[src/rtl/rf_wb_pkg.sv]
// Shared types for the register-file writeback queue: selector encodings,
// the link-register address and the default-width queue entry.
package rf_wb_pkg;

  localparam int unsigned RF_AW = 5;
  localparam int unsigned RF_DW = 32;

  localparam logic [RF_AW-1:0] RA_ADDR = 5'd31;

  typedef enum logic [1:0] {
    DST_RT     = 2'd0,
    DST_RD     = 2'd1,
    DST_RA     = 2'd2,
    DST_RT_ALT = 2'd3
  } dst_sel_e;

  typedef enum logic [1:0] {
    SRC_MEM  = 2'd0,
    SRC_LINK = 2'd1,
    SRC_ALU  = 2'd2,
    SRC_NONE = 2'd3
  } src_sel_e;

  typedef struct packed {
    logic [RF_AW-1:0] dst;
    logic [RF_DW-1:0] data;
  } wb_entry_t;

endpackage

[src/rtl/rf_wb_entry_fmt.sv]
// Combinational formatting of a completed result into a queue entry:
// destination register (rt/rd/r31) and write data (mem/link/alu).
module rf_wb_entry_fmt
  import rf_wb_pkg::*;
#(
  parameter int unsigned AW = 5,
  parameter int unsigned DW = 32
) (
  input  logic [1:0]    dstSel,
  input  logic [AW-1:0] rt,
  input  logic [AW-1:0] rd,
  input  logic [1:0]    srcSel,
  input  logic [DW-1:0] memData,
  input  logic [DW-1:0] linkData,
  input  logic [DW-1:0] aluData,
  output logic [AW-1:0] dst,
  output logic [DW-1:0] data
);

  always_comb begin
    dst = rt;
    case (dst_sel_e'(dstSel))
      DST_RD:  dst = rd;
      DST_RA:  dst = AW'(RA_ADDR);
      default: dst = rt;
    endcase
  end

  // The unused source code yields zero rather than a stale operand.
  always_comb begin
    data = '0;
    case (src_sel_e'(srcSel))
      SRC_MEM:  data = memData;
      SRC_LINK: data = linkData;
      SRC_ALU:  data = aluData;
      default:  data = '0;
    endcase
  end

endmodule

[src/rtl/rf_writeback_queue.sv]
// Register-file writeback queue: buffers completed results, drains one write
// per cycle in FIFO order and flags RAW hazards on rs/rt.
// Optional forwarding outputs are enabled by defining RF_WBQ_FORWARD_EN.
module rf_writeback_queue
  import rf_wb_pkg::*;
#(
  parameter int unsigned DEPTH = 4,
  parameter int unsigned AW    = 5,
  parameter int unsigned DW    = 32,
  localparam int unsigned CW   = $clog2(DEPTH) + 1
) (
  input  logic          clk,
  input  logic          rst,
  input  logic          in_valid,
  output logic          in_ready,
  input  logic [1:0]    in_dst_sel,
  input  logic [AW-1:0] in_rt,
  input  logic [AW-1:0] in_rd,
  input  logic [1:0]    in_src_sel,
  input  logic [DW-1:0] in_mem_data,
  input  logic [DW-1:0] in_link_data,
  input  logic [DW-1:0] in_alu_data,
  input  logic          wb_stall,
  input  logic [AW-1:0] rs_addr,
  input  logic [AW-1:0] rt_addr,
  output logic          rs_pending,
  output logic          rt_pending,
  output logic          RegWrite,
  output logic [AW-1:0] WriteRegister,
  output logic [DW-1:0] WriteData,
  output logic [CW-1:0] count
`ifdef RF_WBQ_FORWARD_EN
  ,
  output logic [DW-1:0] rs_fwd_data,
  output logic [DW-1:0] rt_fwd_data
`endif
);

  localparam int unsigned PW = $clog2(DEPTH);

  logic [AW-1:0] dstMem  [DEPTH];
  logic [DW-1:0] dataMem [DEPTH];
  logic [PW-1:0] wrPtr;
  logic [PW-1:0] rdPtr;
  logic [CW-1:0] occ;

  logic [AW-1:0] fmtDst;
  logic [DW-1:0] fmtData;
  logic          full;
  logic          empty;
  logic          doPush;
  logic          doStore;
  logic          doPop;

  rf_wb_entry_fmt #(
    .AW (AW),
    .DW (DW)
  ) u_fmt (
    .dstSel   (in_dst_sel),
    .rt       (in_rt),
    .rd       (in_rd),
    .srcSel   (in_src_sel),
    .memData  (in_mem_data),
    .linkData (in_link_data),
    .aluData  (in_alu_data),
    .dst      (fmtDst),
    .data     (fmtData)
  );

  assign full     = (occ == CW'(DEPTH));
  assign empty    = (occ == '0);
  assign in_ready = !full;
  assign count    = occ;

  // A write to r0 completes the handshake but never occupies a slot.
  assign doPush  = in_valid && in_ready;
  assign doStore = doPush && (fmtDst != '0);

  assign RegWrite      = !empty && !wb_stall;
  assign doPop         = RegWrite;
  assign WriteRegister = empty ? '0 : dstMem[rdPtr];
  assign WriteData     = empty ? '0 : dataMem[rdPtr];

  always_ff @(posedge clk or posedge rst) begin
    if (rst) begin
      wrPtr <= '0;
      rdPtr <= '0;
      occ   <= '0;
    end else begin
      if (doStore) begin
        wrPtr <= wrPtr + PW'(1);
      end
      if (doPop) begin
        rdPtr <= rdPtr + PW'(1);
      end
      occ <= occ + CW'(doStore) - CW'(doPop);
    end
  end

  always_ff @(posedge clk) begin
    if (doStore) begin
      dstMem[wrPtr]  <= fmtDst;
      dataMem[wrPtr] <= fmtData;
    end
  end

  // Walk occupied slots oldest-to-youngest so the last match is the youngest.
  logic          rsHit;
  logic          rtHit;
`ifdef RF_WBQ_FORWARD_EN
  logic [DW-1:0] rsHitData;
  logic [DW-1:0] rtHitData;
`endif

  always_comb begin
    logic [PW-1:0] idx;
    idx   = '0;
    rsHit = 1'b0;
    rtHit = 1'b0;
`ifdef RF_WBQ_FORWARD_EN
    rsHitData = '0;
    rtHitData = '0;
`endif
    for (int unsigned k = 0; k < DEPTH; k++) begin
      idx = rdPtr + PW'(k);
      if (CW'(k) < occ) begin
        if (dstMem[idx] == rs_addr) begin
          rsHit = 1'b1;
`ifdef RF_WBQ_FORWARD_EN
          rsHitData = dataMem[idx];
`endif
        end
        if (dstMem[idx] == rt_addr) begin
          rtHit = 1'b1;
`ifdef RF_WBQ_FORWARD_EN
          rtHitData = dataMem[idx];
`endif
        end
      end
    end
  end

  assign rs_pending = rsHit && (rs_addr != '0);
  assign rt_pending = rtHit && (rt_addr != '0);

`ifdef RF_WBQ_FORWARD_EN
  assign rs_fwd_data = rs_pending ? rsHitData : '0;
  assign rt_fwd_data = rt_pending ? rtHitData : '0;
`endif

  assert property (@(posedge clk) disable iff (rst) occ <= CW'(DEPTH));
  assert property (@(posedge clk) disable iff (rst) RegWrite |-> (WriteRegister != '0));

endmodule
[config.mk]
export PLATFORM = sky130hd
export DESIGN_NAME = rf_writeback_queue
export DESIGN_NICKNAME = d
export VERILOG_FILES = /design/src/rtl/rf_wb_pkg.sv /design/src/rtl/rf_wb_entry_fmt.sv /design/src/rtl/rf_writeback_queue.sv
export SDC_FILE = /design/constraint.sdc
export NUM_CORES = 1
export LEC_CHECK = 0
export BUFFER_PORTS_ARGS = -buffer_cell sky130_fd_sc_hd__buf_2
export CORE_UTILIZATION = 30
export CTS_BUF_LIST = sky130_fd_sc_hd__clkbuf_8 sky130_fd_sc_hd__clkbuf_16
export DETAILED_ROUTE_END_ITERATION = 10
export PLACE_DENSITY = 0.47
export REMOVE_ABC_BUFFERS = 1
export SLEW_MARGIN = 0
export SYNTH_ARGS = -nofsm -noshare
export SYNTH_HDL_FRONTEND = slang
export SYNTH_SLANG_ARGS = --single-unit
export TNS_END_PERCENT = 30
[constraint.sdc]
create_clock -name clk -period 2.7 [get_ports clk]
set_input_delay 0.405 -clock clk [delete_from_list [all_inputs] [get_ports clk]]
set_output_delay 0.405 -clock clk [all_outputs]
set_load 0.01 [all_outputs]
=== Yosys cells after proc, flatten, opt, wreduce, memory -nomap -nowiden ===
Memories as Yosys holds them, arrays and structs flattened.
Cells that the tools add are included.

* Bits in registers: 7
* RAM bits: 148
* Input port bits: 124
* Output and inout bits: 44
* Logic and storage cells: 63
* Memories: 2

* $add $sub $neg: 6
* Order comparisons: 4
* Eq/ne operators: 13
* Multiplexer cells: 22
* Reductions and logical operators: 13

{| class="wikitable"
|+ Memory list
! memory !! depth !! bits a word !! rd ports !! clocked after memory_dff !! write ports !! line !! text
|-
| dataMem || 4 || 32 || 1 || 0 || 1 || rf_writeback_queue.sv:42 || <nowiki>logic [DW-1:0] dataMem [DEPTH];</nowiki>
|-
| dstMem || 4 || 5 || 4 || 0 || 1 || rf_writeback_queue.sv:41 || <nowiki>logic [AW-1:0] dstMem [DEPTH];</nowiki>
|}

{| class="wikitable"
|+ Operators by type and width
! cell !! number
|-
| 32-bit one-hot mux with 3 select lines || 1
|-
| 5-bit == test || 8
|-
| 32-bit two-way mux || 1
|-
| 1-bit two-way mux || 18
|-
| 5-bit nonzero test || 3
|-
| 5-bit one-hot mux with 2 select lines || 1
|-
| 1-bit by 3-bit less-than comparator with 1-bit output, first input constant || 2
|-
| 2-bit by 3-bit less-than comparator with 1-bit output, first input constant || 2
|-
| 1-bit logical AND || 5
|-
| 5-bit two-way mux || 1
|-
| 2-bit by 1-bit adder with 2-bit output, second input constant || 2
|-
| 2-bit adder, second input constant || 2
|-
| 2-bit by 1-bit == test with 1-bit output, second input constant || 2
|-
| 2-bit == test, second input constant || 2
|-
| 3-bit by 1-bit adder with 3-bit output || 1
|-
| 3-bit == test, second input constant || 1
|-
| 1-bit logical NOT || 3
|-
| 3-bit logical NOT || 1
|-
| 3-bit by 1-bit subtractor with 3-bit output || 1
|-
| 2-bit logical NOT || 1
|}

=== Logic depth before layout (Yosys ltp) ===
Gate-level depths: netlist (run 1).
An unclocked memory read counts as a cell.

* Depth after elaboration: 11
* Mapped depth: 13
* Mapped depth without buffers: 12

=== Cells and area by module ===
Synthesis (run 1) repeated with hierarchy kept, for this count alone.

* Cell total of the unflattened synthesis: 508
* Area, all modules: 8021.4 um^2

{| class="wikitable"
|+ By module, submodules not included
! module !! instances !! cells each !! area each (um^2) !! seq. area each (um^2)
|-
| rf_writeback_queue || 1 || 411 || 7129.3 || 4619.4
|-
| rf_wb_entry_fmt || 1 || 97 || 892.1 || 0.0
|}

=== Worst setup path after synthesis (run 1) ===
No wires, ideal clock.

* Kind: in2reg
* From: input port in_dst_sel[0]
* To: memory dataMem[0][0], enable pin
* Setup time: 0.398 ns
* Arrival: 2.475 ns
* Required time: 2.302 ns
* Setup slack: -0.173 ns
* Stages on the path: 7
* Path buffers: 1
* Cell sequence: inv_1 -> ha_1 -> buf_2 -> o21ai_0 -> or4_1 -> o211a_1 -> and2_1

* Word-level cells in the longest chain between the ends: 6
* Elaborated cells between the ends (all ways): 7
* Those cells by class: eq/ne: 2; mux: 3; reduce/logical: 2

{| class="wikitable"
|+ Ends and longest elaborated chain
! item !! line !! text
|-
| from (decl) || rf_writeback_queue.sv:16 || <nowiki>input logic [1:0] in_dst_sel,</nowiki>
|-
| 2-bit == test or 2-bit by 1-bit == test with 1-bit output (tied branches) || rf_wb_entry_fmt.sv:22 || <nowiki>case (dst_sel_e'(dstSel))</nowiki>
|-
| 5-bit one-hot mux with 2 select lines * || rf_wb_entry_fmt.sv:22 ||
|-
| net fmtDst[1] || rf_writeback_queue.sv:47 || <nowiki>logic [AW-1:0] fmtDst;</nowiki>
|-
| 5-bit nonzero test * || rf_writeback_queue.sv:77 || <nowiki>assign doStore = doPush && (fmtDst != '0);</nowiki>
|-
| 1-bit logical AND * || rf_writeback_queue.sv:77 ||
|-
| 1-bit two-way mux * || rf_writeback_queue.sv:101 || <nowiki>if (doStore) begin</nowiki>
|-
| 1-bit two-way mux (implied by the code) * || rf_writeback_queue.sv:103 || <nowiki>dataMem[wrPtr] <= fmtData;</nowiki>
|-
| to (decl) || rf_writeback_queue.sv:42 ||
|}

The timed path passes the listed nets; every way through them passes the cells marked *.

=== Final worst setup path (run 1) ===
* From: register rdPtr[1]
* To: output port rt_pending

* Word-level cells in the longest chain between the ends: 11
* Elaborated cells between the ends (all ways): 17
* Those cells by class: add/sub: 3; eq/ne: 4; mux: 8; reduce/logical: 1; memory: 1

{| class="wikitable"
|+ Ends and longest elaborated chain
! item !! line !! text
|-
| from (decl) || rf_writeback_queue.sv:44 || <nowiki>logic [PW-1:0] rdPtr;</nowiki>
|-
| from (signal assigned) || rf_writeback_queue.sv:94 || <nowiki>rdPtr <= rdPtr + PW'(1);</nowiki>
|-
| memory 4 x 5 bit * || -- ||
|-
| 5-bit == test || rf_writeback_queue.sv:133 || <nowiki>if (dstMem[idx] == rt_addr) begin</nowiki>
|-
| 1-bit two-way mux || rf_writeback_queue.sv:133 ||
|-
| 1-bit two-way mux || rf_writeback_queue.sv:126 || <nowiki>if (CW'(k) < occ) begin</nowiki>
|-
| 1-bit two-way mux || rf_writeback_queue.sv:133 ||
|-
| 1-bit two-way mux || rf_writeback_queue.sv:126 ||
|-
| 1-bit two-way mux || rf_writeback_queue.sv:133 ||
|-
| 1-bit two-way mux || rf_writeback_queue.sv:126 ||
|-
| 1-bit two-way mux || rf_writeback_queue.sv:133 ||
|-
| 1-bit two-way mux * || rf_writeback_queue.sv:126 ||
|-
| 1-bit logical AND * || rf_writeback_queue.sv:144 || <nowiki>assign rt_pending = rtHit && (rt_addr != '0);</nowiki>
|-
| to (decl) || rf_writeback_queue.sv:27 || <nowiki>output logic rt_pending,</nowiki>
|}

Mark *: on every way between the ends. The rest lies on a longest branch, timed or not.

==> results of run 1 <==
cells in the mapped netlist, drive strengths merged, types with 4 or more instances:
master | n | area (um^2)
a21oi | 7 | 35.0
and2 | 4 | 25.0
buf | 15 | 120
clkbuf | 25 | 93.8
dfrtp | 7 | 175
edfxtp | 148 | 4440
ha | 10 | 125
inv | 12 | 45.0
mux2 | 4 | 45.0
mux2i | 65 | 674
mux4 | 36 | 811
nand2 | 44 | 165
nand3 | 4 | 20.0
nand4 | 4 | 25.0
nor2 | 4 | 15.0
nor2b | 38 | 238
o21ai | 39 | 195
or4 | 4 | 30.0
xnor2 | 30 | 263
xor2 | 20 | 175
cell usage in the layout, fill, tap and decap left out, types with 6 or more instances in the layout:
| cell type | n |
|---|---|
| a21oi_1 | 6 |
| buf_12 | 9 |
| buf_2 | 167 |
| buf_4 | 39 |
| clkbuf_16 | 18 |
| edfxtp_1 | 148 |
| ha_1 | 10 |
| inv_1 | 12 |
| mux2i_1 | 48 |
| mux2i_2 | 8 |
| mux2i_4 | 9 |
| mux4_2 | 36 |
| nand2_1 | 44 |
| nor2b_1 | 37 |
| o21ai_0 | 39 |
| xnor2_1 | 30 |
| xor2_1 | 20 |
worst min-delay path: stages:
cell and delay, ps:
buf_2 80, nor2_1 90, nand2_1 100, xnor2_1 60
cell type report:
cell class | instances | area share
diodes | 1 | 0.000244
clock buffers | 17 | 0.0415
clock inverters | 15 | 0.0183
inverters | 12 | 0.00440
multi-input cells | 329 | 0.305
flip-flops and latches | 155 | 0.452
well taps | 330 | 0.0403
repair buffers | 222 | 0.139
power by group:
group	switching (mW)	internal [mW]	leakage, nW
clock	0.965	1.47	0.297
combinational	2.44	2.44	2.19
sequential	0.222	3.21	1.45
metal layers:
metal / part of all wire / track usage / vias to the layer above
li1: - / - / 2420
met1: 0.45 / 0.191 / 2470
met2: 0.50 / 0.256 / 152
met3: 0.045 / 0.0290 / 11
met4: 0.0067 / 0.0358 / 0
met5: 0 / 0 / -
cell families after synthesis:
family | share of synthesized area
AND/OR/NAND/NOR | 0.0702
adder cells (fa/ha/maj) | 0.0185
XOR/XNOR | 0.0558
AO/OA/AOI/OAI | 0.0397
flip-flops | 0.588
buffers and inverters | 0.0330
multiplexers | 0.195
how the worst min path moves through the flow:
stage | startpoint | end | slack (ps) | depth (start not counted)
after floorplan | rst | count[0] | 210 | 1
after global placement | rst | count[1] | 370 | 2
after detailed placement | rst | count[2] | 370 | 2
after CTS | wb_stall | rdPtr[0] | 330 | 3
after global routing | wb_stall | rdPtr[0] | 360 | 3
final | wb_stall | rdPtr[1] | 360 | 4
through the flow:
step	instances	worst slack [ps]
after floorplan	496	-1420
after global placement	1031	-161
after detailed placement	1031	-231
after CTS	1072	-268
after global routing	1080	-400
final	1081	-251
sequential cells by signal, indices dropped and copies added, names as in the netlist:
name and cells:
count 3, dataMem 128, dstMem 20, rdPtr 2
wrPtr 2
repair_timing:
action	4_1_cts	5_1_grt
pin swaps	3	0
cloned	0	1
resized for setup	20	10
hold endpoints to repair	7	0
setup endpoints to repair	4	18
hold buffers	1	0
setup buffers	8	7
==> results_dict.tcl, run 1 <==
set metrics [dict create \
    status "finished with violations" \
    violations "setup timing" \
    synth.distinct_cells 39 \
    hold_viol 0 \
    grt-ovfl-total 0 \
    fillers 2427 \
    wirelength_mm 19.3 \
    clk_latency_ps 430 \
    synth_ff_type "edfxtp_1" \
    rsz0062_at_grt "yes" \
    row_count 58 \
    htree_levels 4 \
    cts-root-buf "clkbuf_16" \
    postSynthCellCount 536 \
    crit_path_top_delay_cell "or4_1" \
    initial_core_util 0.309 \
    coreArea_um2 25400 \
    io_pins 168 \
    criticalPathCategory "reg2out" \
    cts_tree "built" \
    fin_util 0.403 \
    crit_arrival_ps 2550 \
    die_w_um 164 \
    maxSlewHeadroom 0.565 \
    cts_buffers 17 \
    cap_violations 0 \
    path_buf_inv 2 \
    report.final.slew_viol_count 0 \
    fin_nets 872 \
    worst_slack_ps -251 \
    clk_pin_slew_ps 60 \
    path_max_fanout 5 \
    grt_pass1_vias 5292 \
    drt_pass1_iterations 5 \
    p_per_area_nw_per_um2 1050 \
    critical-path-top-delay-family "simple AND/OR/NAND/NOR gates" \
    path_cells "buf_6 -> mux2i_2 -> mux2i_4 -> xor2_1 -> or4_1 -> o22ai_1 -> a211o_1 -> buf_2" \
    drc 0 \
    syn_to_final_growth_pct 30.4 \
    seq_area_frac_synth 0.588 \
    die_h_um 164 \
    p_total_mw 10.7 \
    required_ps 2300 \
    fmax_mhz 339 \
    r2r_setup_slack_ps 720 \
    port_buffers 167 \
    whs_ps 356 \
    viasPerCell 4.67 \
    ys_ff_latch 155 \
    fin_crit_sh 1.09 \
    dpl.hpwl_mm 13.9 \
    num_vias 5053 \
    cts_max_path_buffers 2 \
    fin_area_um2 10200 \
    p_leak_nw 3.94 \
    fin_crit_ps 2950 \
    seq_area_um2 4630 \
    yosys_warnings 0 \
    critical-path-max-stage-delay_ps 520 \
    finalWeightedCongestion 0.855 \
    min_path_type "in2reg" \
    setup_violations 2 \
    r2r_cells 9 \
    skew_ps 22.7 \
    crit_start "rdPtr[1]" \
    grt_pass1_wl_mm 29.7 \
    cp-start-kind "flop" \
    tns_ps -457 \
    endpoint "rt_pending" \
    r2r_start "count[0]" \
    grt_usage 0.148 \
    syn_area_um2 7860 \
    ant_nets 0 \
    syn_avg_cell_area_um2 14.7 \
    critical_path_depth 8 \
    worst_pin_slew_ps 645 \
    routedWlPerCell_um 17.9 \
    ys_async_sr_fraction 0.0452 \
    synth_edf_count 148 \
    multiInputGateArea_um2 3120 \
    grt_max_degree 38 \
    r2r-end "count[2]" \
    drtIter0Drc 256 \
    die_area_um2 26800 \
    max-vdd-ir-drop_uv 529 \
    clock_sinks 155 \
    drive_above_1_share 0.428 \
    antenna_found_initial 1 \
    endpoint_kind "output port" \
    placed_area_um2 9310 \
]
Note: power is estimated with default switching activity, not from simulation.
==> inputs of run 2 (changes only) <==
--- a/config.mk
+++ b/config.mk
@@ -5,11 +5,11 @@
 export SDC_FILE = /design/constraint.sdc
 export NUM_CORES = 1
 export LEC_CHECK = 0
-export BUFFER_PORTS_ARGS = -buffer_cell sky130_fd_sc_hd__buf_2
 export CORE_UTILIZATION = 30
 export CTS_BUF_LIST = sky130_fd_sc_hd__clkbuf_8 sky130_fd_sc_hd__clkbuf_16
 export DETAILED_ROUTE_END_ITERATION = 10
-export PLACE_DENSITY = 0.47
+export DONT_BUFFER_PORTS = 1
+export PLACE_DENSITY = 0.42
 export REMOVE_ABC_BUFFERS = 1
 export SLEW_MARGIN = 0
 export SYNTH_ARGS = -nofsm -noshare
==> results_dict.tcl, run 2 (synthesis gave the netlist of run 1 again) <==
set metrics [dict create \
    r2r_setup_slack_ps 450 \
    die_area_um2 26800 \
    final_common_cell "edfxtp_1" \
    p_per_area_nw_per_um2 1070 \
    criticalPathCategory "reg2out" \
    path_max_fanout 6 \
    required_ps 2300 \
    tns_ps -482 \
    violations "setup timing" \
    n_antenna_cell 0 \
    row_count 58 \
    cts-root-buf "clkbuf_16" \
    die_w_um 164 \
    cap_violations 0 \
    crit_arrival_ps 2550 \
    fin_util 0.361 \
    num_vias 4365 \
    p_leak_nw 3.21 \
    p_total_mw 9.79 \
    antenna_found_initial 0 \
    wirelength_mm 18.0 \
    clk_pin_slew_ps 70 \
    drc 0 \
    worstHoldPathCells 2 \
    cts_buffers 17 \
    rsz0062_at_grt "yes" \
    fmax_mhz 339 \
    largest_register "dataMem" \
    cts_max_path_buffers 2 \
    grt_usage 0.138 \
    cp-start-kind "flop" \
    r2r-end "count[2]" \
    crit_start "rdPtr[1]" \
    ant_nets 0 \
    grt_pass1_vias 4635 \
    hold_viol 0 \
    layout_common_cells "edfxtp_1, mux2i_1, nand2_1" \
    die_h_um 164 \
    max-vdd-ir-drop_uv 634 \
    grt-ovfl-total 0 \
    min_path_type "in2reg" \
    io_pins 168 \
    setup_violations 2 \
    fin_crit_ps 2950 \
    fin_nets 688 \
    whs_ps 303 \
    status "finished with violations" \
    worst_slack_ps -251 \
    drive_above_1_share 0.237 \
    dpl.hpwl_mm 12.5 \
    r2r_cells 9 \
    finalWeightedCongestion 0.788 \
    maxSlewHeadroom 0.595 \
    coreArea_um2 25400 \
    fin_crit_sh 1.09 \
    drtIter0Drc 177 \
    report.final.slew_viol_count 0 \
    initial_core_util 0.309 \
    syn_to_final_growth_pct 16.7 \
    routedWlPerCell_um 20.1 \
    drt_pass1_iterations 4 \
    grt_max_degree 38 \
    largest_reg_flops 128 \
    viasPerCell 4.87 \
    grt_pass1_wl_mm 27.0 \
    r2r_start "count[0]" \
    min-delay-start "in_link_data[3]" \
    pre_cts_slack_ps -173 \
    worst_pin_slew_ps 601 \
    skew_ps 13.1 \
    endpoint_kind "output port" \
    clk_latency_ps 420 \
    cts_tree "built" \
    htree_levels 4 \
    port_buffers 0 \
    worstHoldEndpoint "dataMem[2][3]" \
    clock_sinks 155 \
]
[run 2: cell count changes in the layout (fill, tap and decap cells not counted), sizes merged]
cell / previous run / this run
bufinv: 3 / 0
diode: 1 / 0
inv: 18 / 22
clkinv: 4 / 5
clkinvlp: 2 / 0
buf: 220 / 36
[run 2: what timing repair did]
action,in CTS,in global routing
resized for setup,1,21
cloned,0,1
hold buffers,1,0
hold endpoints to repair,7,0
pin swaps,1,2
setup endpoints to repair,2,4
setup buffers,0,4
[run 2: critical path: stages (launching register included)]
cell	delay, ps
dfrtp_4	520
buf_4	190
mux2i_1	140
mux2i_1	360
xor2_1	130
or4_1	420
o22ai_1	140
a211o_1	210
[run 2: report_power, final]
part	switching, mW	internal, mW
Combinational	2.16	1.92
Clock	1.04	1.23
Sequential	0.239	3.20
Total	3.44	6.35
[run 2: routing by layer]
metal | up-vias | GRT usage | wire length [um]
li1 | 2041 | - | -
met1 | 2197 | 0.170 | 7810
met2 | 119 | 0.240 | 9320
met3 | 8 | 0.0328 | 795
met4 | 0 | 0.0362 | 106
met5 | - | 0 | 0
[run 2: area by class of cell]
| type | count | area (um^2) |
|---|---|---|
| clock inverters | 15 | 148 |
| repair buffers | 38 | 442 |
| clock buffers | 17 | 425 |
| inverters | 12 | 45.0 |
| flip-flops and latches | 155 | 4630 |
| multi-input cells | 329 | 3070 |
| well taps | 330 | 413 |
| fillers | 2453 | 16200 |
[run 2: metrics by stage]
stage | instances | instance area (um^2)
2_1_floorplan | 496 | 7640
3_3_place_gp | 858 | 8430
3_5_place_dp | 858 | 8430
4_1_cts | 891 | 9010
5_1_grt | 896 | 9170
6_report | 896 | 9170
[run 2: worst max-delay path by stage]
| stage | end | slack [ps] |
|---|---|---|
| floorplan | count[2] | -1420 |
| global placement | count[2] | -110 |
| detailed placement | count[1] | -170 |
| CTS | rs_pending | -240 |
| global route | rs_pending | -360 |
| finish | rt_pending | -250 |
==> inputs of run 3 (changes only) <==
--- a/config.mk
+++ b/config.mk
@@ -5,6 +5,7 @@
 export SDC_FILE = /design/constraint.sdc
 export NUM_CORES = 1
 export LEC_CHECK = 0
+export ABC_AREA = 1
 export CORE_UTILIZATION = 30
 export CTS_BUF_LIST = sky130_fd_sc_hd__clkbuf_8 sky130_fd_sc_hd__clkbuf_16
 export DETAILED_ROUTE_END_ITERATION = 10
==> results_dict.tcl, run 3 <==
set metrics [dict create \
    cap_violations 0 \
    fin_crit_sh 0.957 \
    synth_most_common_cell "nand2_1" \
    hold_viol 0 \
    maxSlewHeadroom 0.551 \
    routedWlPerCell_um 17.4 \
    synth_fa_ha_area_frac 0.0179 \
    synth_compound_area_frac 0.0942 \
    grt_max_degree 41 \
    ant_nets 0 \
    seq_area_frac_synth 0.569 \
    largest_register "dataMem" \
    pre_cts_slack_ps 111 \
    drc 5 \
    skew_ps 7.75 \
    syn_area_um2 8120 \
    critical-path-top-delay-family "buffers and inverters" \
    clk_pin_slew_ps 70 \
    fin_crit_ps 2580 \
    yosys_warnings 0 \
    netlist.area_leader.share 0.547 \
    grt_pass1_vias 5972 \
    required_ps 2300 \
    cp-start-kind "flop" \
    synth.distinct_cells 27 \
    synth_xor_area_frac 0.00324 \
    synth_top_family_by_area "simple AND/OR/NAND/NOR gates" \
    grt_pass1_wl_mm 34.4 \
    largest_reg_flops 128 \
    p_leak_nw 3.86 \
    rsz0062_at_grt "yes" \
    antenna_found_initial 0 \
    cts-root-buf "clkbuf_16" \
    p_total_mw 11.0 \
    syn_to_final_growth_pct 18.2 \
    report.final.slew_viol_count 0 \
    finalWeightedCongestion 0.854 \
    status "finished with violations" \
    synthTopCellsByCount "nand2_1, nand3_1, edfxtp_1, inv_1, nor2_1" \
    synth_mux_area_frac 0 \
    crit_path_top_delay_cell "dfrtp_2" \
    violations "DRC" \
    clk_latency_ps 410 \
    swShare 0.421 \
    final_common_cell "nand2_1" \
    port_buffers 0 \
    synth_ff_type "edfxtp_1" \
    ys_ff_latch 155 \
    crit_arrival_ps 2180 \
    htree_levels 4 \
    synth.area.top_cells "edfxtp_1, nand2_1, nand3_1" \
    drive_above_1_share 0.138 \
    die_area_um2 27700 \
    max-vdd-ir-drop_uv 447 \
    cts_max_path_buffers 2 \
    syn_avg_cell_area_um2 9.17 \
    drtIter0Drc 410 \
    criticalPathCategory "reg2out" \
    cts_tree "built" \
    final_cells 1276 \
    postSynthCellCount 885 \
    worst_slack_ps 116 \
    initial_core_util 0.309 \
    yosys.area_share.simple 0.247 \
    p_seq_frac 0.313 \
    viasPerCell 5.00 \
    grt-ovfl-total 0 \
    power_frac_comb 0.490 \
    clock_sinks 155 \
    grt_usage 0.161 \
    ys_async_sr_fraction 0.0452 \
    min_path_type "in2reg" \
    io_pins 168 \
    setup_violations 0 \
    switchingPower_mw 4.65 \
    clkPwrFrac 0.197 \
    synth_area_leader_cell "edfxtp_1" \
    fmax_mhz 387 \
    n_antenna_cell 0 \
    path_cells "buf_6 -> nand2_2 -> inv_1 -> buf_12 -> a22oi_1 -> a31oi_1 -> buf_4" \
    wirelength_mm 22.2 \
    critical-path-max-stage-delay_ps 510 \
    coreArea_um2 26300 \
    path_max_fanout 32 \
    layout_common_cells "nand2_1, nand3_1, edfxtp_1" \
    worst_pin_slew_ps 673 \
    path_buf_inv 4 \
    row_count 59 \
    dpl.hpwl_mm 14.9 \
    synth_edf_count 148 \
    die_w_um 166 \
    fin_nets 1063 \
    drt_pass1_iterations 8 \
    p_per_area_nw_per_um2 1150 \
    die_h_um 166 \
    fillers 2645 \
    intPower_mw 6.38 \
    tns_ps 0 \
    dp.cells 1230 \
    cts_buffers 17 \
    num_vias 6374 \
    endpoint_kind "output port" \
]
[run 3: changes by cell type in the layout (fill, tap and decap cells not counted), moves of 30 or more]
cell,previous run,this run
a22oi_1,0,32
a31oi_1,1,31
buf_4,25,57
inv_1,12,84
mux2i_1,57,0
mux4_2,36,0
nand2_1,44,238
nand3_1,4,173
nor2_1,4,38
nor2b_1,31,0
o211ai_1,0,32
o21ai_0,39,6
[run 3: metal layers]
layer  global-route usage  routed length (um)  vias to the layer above
li1                     -                   -                     3175
met1                0.220               10400                     2996
met2                0.263               10600                      190
met3               0.0285                 900                       13
met4               0.0378                 284                        0
met5                    0                   0                        -
[run 3: kinds of logic (layout without fill, tap and decap cells)]
group | after synthesis | in the layout
simple gates | 470 | 473
fa+ha+maj | 11 | 11
compound gates | 110 | 110
buf+inv | 136 | 189
xor+xnor | 3 | 3
flops | 155 | 155
[run 3: what timing repair did]
| action | CTS | global route |
|---|---|---|
| setup buffers | 2 | 8 |
| hold buffers | 1 | 0 |
| pin swaps | 1 | 1 |
| endpoints found under the setup margin | 10 | 17 |
| gates cloned | 1 | 2 |
| endpoints found under the hold margin | 7 | 0 |
| gates resized for setup | 7 | 25 |
[run 3: final timing paths]
| path | start | cells past startpoint | slack [ps] | to |
|---|---|---|---|---|
| worst max-delay path | rdPtr[0] | 7 | 120 | WriteData[20] |
| worst min-delay path | wb_stall | 3 | 290 | rdPtr[1] |
| worst max register to register | count[1] | 9 | 610 | count[2] |
| worst min register to register | wrPtr[1] | 2 | 620 | wrPtr[1] |
| max in group asynchronous | rst | 2 | 2050 | rdPtr[1] |
| min in group asynchronous | rst | 2 | 390 | count[0] |
[run 3: power by group through the flow]
stage	clock network, mW	registers, mW	logic (mW)
6_report	2.17	3.45	5.41
5_1_grt	2.33	3.50	6.05
4_1_cts	2.23	3.46	5.21
3_5_place_dp	0	3.50	5.10
3_3_place_gp	0	3.50	5.11
2_1_floorplan	0	3.62	2.82
[run 3: tightest hold or removal path: stages]
cell	delay, ps
nor2_1	100
nand2_1	80
o21ai_0	70
[run 3: final cells by class]
cell class                      instances  area [um^2]  area share
Timing Repair Buffer                   70          632      0.0658
Clock inverter                         15          113      0.0117
Multi-Input combinational cell        597         3050       0.318
Tap cell                              335          419      0.0437
Sequential cell                       155         4620       0.482
Clock buffer                           17          425      0.0443
Inverter                               87          335      0.0349
[run 3: stage by stage]
stage | util | area (um^2) | hold WS (ps)
6_report | 0.365 | 9600 | 288
5_1_grt | 0.365 | 9600 | 290
4_1_cts | 0.359 | 9440 | 276
3_5_place_dp | 0.337 | 8850 | 277
3_3_place_gp | 0.337 | 8850 | 272
2_1_floorplan | - | 7890 | 208
